<file path="config.mk">
export PLATFORM = sky130hd
export DESIGN_NAME = regfile_scoreboard
export DESIGN_NICKNAME = d
export VERILOG_FILES = /design/src/rtl/regfile_scoreboard.sv
export SDC_FILE = /design/constraint.sdc
export NUM_CORES = 2
export LEC_CHECK = 0
export BUFFER_PORTS_ARGS = -buffer_cell sky130_fd_sc_hd__buf_2
export CAP_MARGIN = 15
export CORE_MARGIN = 2
export CORE_UTILIZATION = 30
export DETAILED_ROUTE_END_ITERATION = 16
export GPL_ROUTABILITY_DRIVEN = 0
export PLACE_DENSITY_LB_ADDON = 0.12
export SYNTH_ARGS = -nofsm -noshare
export SYNTH_HDL_FRONTEND = slang
export SYNTH_SLANG_ARGS = --single-unit
export TNS_END_PERCENT = 50
</file>
<file path="constraint.sdc">
create_clock -name clock -period 3.85 [get_ports clock]
set_input_delay 0.77 -clock clock [delete_from_list [all_inputs] [get_ports clock]]
set_output_delay 0.77 -clock clock [all_outputs]
set_load 0.01 [all_outputs]
</file>
<file path="src/rtl/regfile_scoreboard.sv">
// regfile_scoreboard
//   32-entry register file with one write port, two combinational read ports
//   and a per-register busy scoreboard. The scoreboard lets the pipeline stall
//   on operands whose producer has not written back yet.
//
//   Ports
//     clock             rising-edge clock
//     ctrl_reset        synchronous active-high reset (clears data and busy)
//     ctrl_writeEnable  write strobe
//     ctrl_writeReg     write address (decoded to one-hot internally)
//     data_writeReg     write data
//     ctrl_readRegA/B   read addresses
//     ctrl_setBusy      mark ctrl_busyReg as having a pending producer
//     ctrl_busyReg      register to mark busy
//     data_readRegA/B   read data (with same-cycle write-through bypass)
//     busy_A/B          operand-pending flags for ports A and B
//
//   Register 0 has no storage: it reads 0, is never busy, ignores writes.

// 5-to-32 address decoder. Line 0 does not exist because r0 has no storage,
// so an address of 0 simply produces no active line.
module regfile_decoder (
  input  logic        en,
  input  logic [4:0]  addr,
  output logic [31:1] lines
);

  always_comb begin
    lines = '0;
    for (int i = 1; i < 32; i++) begin
      if (en && (addr == 5'(i))) lines[i] = 1'b1;
    end
  end

endmodule

module regfile_scoreboard #(
  parameter int DATA_WIDTH = 32
) (
  input  logic                  clock,
  input  logic                  ctrl_reset,
  input  logic                  ctrl_writeEnable,
  input  logic [4:0]            ctrl_writeReg,
  input  logic [DATA_WIDTH-1:0] data_writeReg,
  input  logic [4:0]            ctrl_readRegA,
  input  logic [4:0]            ctrl_readRegB,
  input  logic                  ctrl_setBusy,
  input  logic [4:0]            ctrl_busyReg,
  output logic [DATA_WIDTH-1:0] data_readRegA,
  output logic [DATA_WIDTH-1:0] data_readRegB,
  output logic                  busy_A,
  output logic                  busy_B
);

  logic [DATA_WIDTH-1:0] regs [31:1];
  logic [31:1]           busy;
  logic [31:1]           wr_lines;
  logic [31:1]           set_lines;

  // Reset gates the decoders so a write or setBusy in the reset cycle
  // cannot leak into the freshly cleared state.
  regfile_decoder u_wr_dec (
    .en    (ctrl_writeEnable & ~ctrl_reset),
    .addr  (ctrl_writeReg),
    .lines (wr_lines)
  );

  regfile_decoder u_set_dec (
    .en    (ctrl_setBusy & ~ctrl_reset),
    .addr  (ctrl_busyReg),
    .lines (set_lines)
  );

  // Storage and scoreboard update. setBusy is tested after the write so a
  // new producer issued together with a writeback to the same register
  // leaves the register marked busy.
  always_ff @(posedge clock) begin
    if (ctrl_reset) begin
      for (int i = 1; i < 32; i++) begin
        regs[i] <= '0;
      end
      busy <= '0;
    end else begin
      for (int i = 1; i < 32; i++) begin
        if (wr_lines[i]) regs[i] <= data_writeReg;
        if (set_lines[i])     busy[i] <= 1'b1;
        else if (wr_lines[i]) busy[i] <= 1'b0;
      end
    end
  end

  // Port A read. A write to the same register this cycle bypasses storage
  // and clears busy, since the operand is being produced right now.
  // wr_lines is already gated by reset, so the bypass is off during reset.
  always_comb begin
    data_readRegA = '0;
    busy_A        = 1'b0;
    for (int i = 1; i < 32; i++) begin
      if (ctrl_readRegA == 5'(i)) begin
        if (wr_lines[i]) begin
          data_readRegA = data_writeReg;
          busy_A        = 1'b0;
        end else begin
          data_readRegA = regs[i];
          busy_A        = busy[i];
        end
      end
    end
  end

  // Port B read, identical to port A and fully independent of it.
  always_comb begin
    data_readRegB = '0;
    busy_B        = 1'b0;
    for (int i = 1; i < 32; i++) begin
      if (ctrl_readRegB == 5'(i)) begin
        if (wr_lines[i]) begin
          data_readRegB = data_writeReg;
          busy_B        = 1'b0;
        end else begin
          data_readRegB = regs[i];
          busy_B        = busy[i];
        end
      end
    end
  end

endmodule

</file>
Yosys cells after proc, flatten, opt, wreduce, memory -nomap -nowiden:

Memory sizes are Yosys's and may differ from the RTL's.
Cells that the tools add are included.

* eq/ne operators: 124
* muxes and demuxes: 405
* bitwise gates (word level): 34
* reduce and logical (&&, ||, !) cells: 62

Operator list (number)
* two-way mux 32 bit: 124
* equality test 5 bit (second input constant): 64
* two-way mux 1 bit: 281
* equality test 5 x 4 -> 1 bit (second input constant): 32
* equality test 5 x 3 -> 1 bit (second input constant): 16
* logical AND 1 bit: 62
* equality test 5 x 2 -> 1 bit (second input constant): 8
* OR 1 bit: 31
* equality test 5 x 1 -> 1 bit (second input constant): 4
* bitwise AND 1 bit: 2
* inverter 1 bit: 1

* register bits: 31
* bits in writable memories: 992
* output and inout bits: 66
* logic and storage cells: 627
* memories: 1

Memories
* regs: words 31, bits a word 32, read ports 31, clocked after Yosys merged registers in 0, wr ports 31, RTL line 55 `logic [DATA_WIDTH-1:0] regs [31:1];`

Depth between registers and ports, before layout:

* depth in word-level cells: 36
* gate-level depth with buffers: 13

Modules after synthesis:

A second synthesis with hierarchy kept.

* cells, all modules: 6295
* area total of the unflattened synthesis: 64769.6 um^2

By module, submodules not included
* regfile_scoreboard: times used 1, cells an instance 6203, area each 64316.7 um^2, seq. area each 30409.2 um^2
* regfile_decoder: times used 2, cells an instance 46, area each 226.5 um^2, seq. area each 0.0 um^2

Worst setup path before layout:

Ideal clock, no wire load.

* path type: input -> output
* start: in ctrl_writeReg[1]
* end: out data_readRegA[13]
* data arrival time: 2.818 ns
* required time: 3.080 ns
* setup slack: 0.262 ns
* stages on the path: 10
* buffers on the path: 2
* cell sequence: buf_6 nand2b_1 or3_1 buf_2 mux2i_1 mux2_2 a221oi_2 a21oi_1 a221o_1 nor2_1

* word-level cells in the longest chain between the ends: 35

RTL lines
* start, declared: RTL line 43 `input logic [4:0] ctrl_writeReg,`
* equality test 5 x 1 -> 1 bit: RTL line 31 `if (en && (addr == 5'(i))) lines[i] = 1'b1;`
* logical AND 1 bit: RTL line 31
* two-way mux 1 bit: RTL line 31
* two-way mux 32 bit: RTL line 100 `if (wr_lines[i]) begin`
* two-way mux 32 bit (30 in series): RTL line 99 `if (ctrl_readRegA == 5'(i)) begin`
* two-way mux 32 bit (*): RTL line 99
* end, declared: RTL line 49 `output logic [DATA_WIDTH-1:0] data_readRegA,`

Every way passes the cells marked *; elsewhere a longest branch is shown, timed or not.

Final worst setup path:

* start: in ctrl_writeReg[0]
* end: out data_readRegA[16]

The elaborated chain is that of the path after synthesis.

==> metrics <==
initial antenna violation count=19; final setup violation count=66; area leader, netlist=edfxtp_1; Die Span Y=451.4 um; failing checks=negative setup slack; Boundary Pins=122; Clk pwr share=0.368; clock slew at reported path FFs=0.06 ns; clock net sink count=1023; Total GRT Usage=0.3100; First-pass DRT Iterations=7; Detail Route met3 WL=31750 um; routed len/inst=30.27 um; post-DP HPWL=237800 um; Post-Syn Area per Cell=9.561 um^2; Synth area leaders=edfxtp_1, a21oi_1, and3_1, o22ai_1, and2_1; Syn. warnings=0; asr flop ratio synth=0; Fmax=218.9 MHz; htree depth=3; Port-buffer cells=121; Max Cap Viol=0; Via density=5.884; count leader, synth=edfxtp_1; highest metal used=met5; leakage=38.71 nW; status=finished with violations; total gr overflow=0; Initial Util=0.3011; DIE AREA=0.2038 mm^2; total power=0.03002 W; Clock Latency Late Sink=0.78 ns; layout cells sized above 1=0.4240; Final Non-Filler Cells=10902; deepest clock path buffer count=3; final worst slack=-0.7179 ns; Synth Register Bits=1023; Post-synth top cells=edfxtp_1, a21oi_1, clkbuf_1, and3_1, nand2_1; Layout Skew=0 ns; Layout area overhead=55.35%; core area=0.1995 mm^2; WP data required=3.08 ns; fillers=18736; vias in the first global route=61534; fin. max-slew vios=0; CTS root buf=clkbuf_16; Synth Instances=6282; CP Max Fanout=18; post-synth top area share=0.4960; RSZ-0062 raised after global routing=yes; WL final=330000 um; met2 wire len=145600 um; final period utilization=1.186; Layout Nets=8191; crit path kind=input port to output port; Hold/Removal Path Class=input port to register; Hold Buf Count CTS=0; CTS Buf Count=121; CTS tree=done; endpoint class of the critical path=output port; worst vdd ir=0.3687 mV; type of origin of the critical path=input port; Slew Limit Headroom=0.4083; worst slew pin tran=0.8843 ns; Multi-input gate area=0.03261 mm^2; largest net degree at the start of global routing=49; DIE WIDTH=451.4 um; crit path DAT=3.80 ns; Combinational Power Share=0.199; synth unique cells=81; Period minus WS final=4.568 ns; EDFF count, synth=992; DR iter-0 viols=7832; setup tns final=-34.90 ns; row count=164; main flop type after synthesis=edfxtp_1; final hold violations=0; Final ANT Viol Nets=0; cell area after synthesis=0.06006 mm^2; Post-Route Utilization=0.4678; via count=64147; part of the power in registers=0.433; reg2reg setup slack=2.98 ns; first-pass GRT wire length=460800 um; power density cells=321.7 mW/mm^2; Post-Syn Nets=6338; Place WS=-1.859 ns; met1 WL=138900 um; Seq/Total Area, Yosys=0.5063; switching power=0.008734 W; register area=0.03041 mm^2; switching share of power=0.2910; DR DRC count=0; internal power=0.02128 W; placed cell count=10488
[per-layer routing]
layer	track usage	vias to the layer above
met1	0.4281	32060
li1	-	27815
met5	0	-
met4	0.1139	2
met2	0.4752	3582
met3	0.06678	688
[per-stage QoR]
step,instance area [um^2],hold WS [ns]
2_1_floorplan,60060,0.4547
3_3_place_gp,80200,0.5020
3_5_place_dp,80210,0.5032
4_1_cts,90490,0.2391
5_1_grt,93300,0.2699
6_report,93300,0.2847
[worst paths after layout]
| path | start | end | depth (start not counted) |
|---|---|---|---|
| max reg2reg | busy[1] | busy[1] | 4 |
| min reg2reg | busy[28] | busy[28] | 2 |
| min | ctrl_reset | busy[7] | 3 |
| max | ctrl_writeReg[0] | data_readRegA[16] | 15 |
[layout by cell type, fill, tap and decap left out, types with 169 or more instances in the layout]
cell | netlist | routed
buf_4 | 13 | 1857
edfxtp_1 | 992 | 992
a21oi_1 | 985 | 686
nand2_1 | 463 | 445
and3_1 | 480 | 430
and2_1 | 364 | 362
o22ai_1 | 398 | 336
buf_12 | 0 | 276
a21oi_2 | 6 | 188
nor2_1 | 220 | 169
o21ai_0 | 245 | 169
[registers in the layout, indices dropped and copies added, names as in the netlist]
signal,cells
regs,992
busy,31
[cell families (layout without fill, tap and decap cells)]
family	count (synthesis)	after routing	synth area share
mux	143	143	0.02402
buf+inv	817	2766	0.05444
simple gates	2032	2032	0.1832
compound gates	2267	2267	0.2320
other cells	0	15	0
flops	1023	1023	0.5063
[worst max-delay path: stages]
cell	delay, ns
buf_12	0.13
or2_2	0.38
buf_6	0.19
nor3_2	0.25
buf_12	0.23
buf_4	0.16
buf_4	0.11
and2_1	0.20
a21oi_4	0.06
o22ai_1	0.26
nor4_1	0.10
buf_4	0.15
o211ai_1	0.26
a22o_1	0.36
buf_2	0.18
[final cells by class]
class	count	share of cell area
antenna	15	0.0004023
multi-input combinational	4442	0.3495
timing repair buffer	2388	0.2441
clock buffer	163	0.03460
sequential	1023	0.3259
clock inverter	56	0.003473
inverter	159	0.006396
tap	2656	0.03562
[power by group through the flow]
stage	clock network, W	registers (W)	logic [W]
4_1_cts	0.0112	0.0130	0.00558
5_1_grt	0.0115	0.0131	0.00614
6_report	0.0110	0.0130	0.00598
2_1_floorplan	0	0.0131	0.00177
3_3_place_gp	0	0.0132	0.00486
3_5_place_dp	0	0.0132	0.00486
[repair_timing]
item                       4_1_cts  5_1_grt
gates cloned                    35       10
setup endpoints to repair       66       66
pin swaps                      257      206
gates resized for setup       1043      433
buffers inserted               114       61
Power figures use the tool's default switching activity.
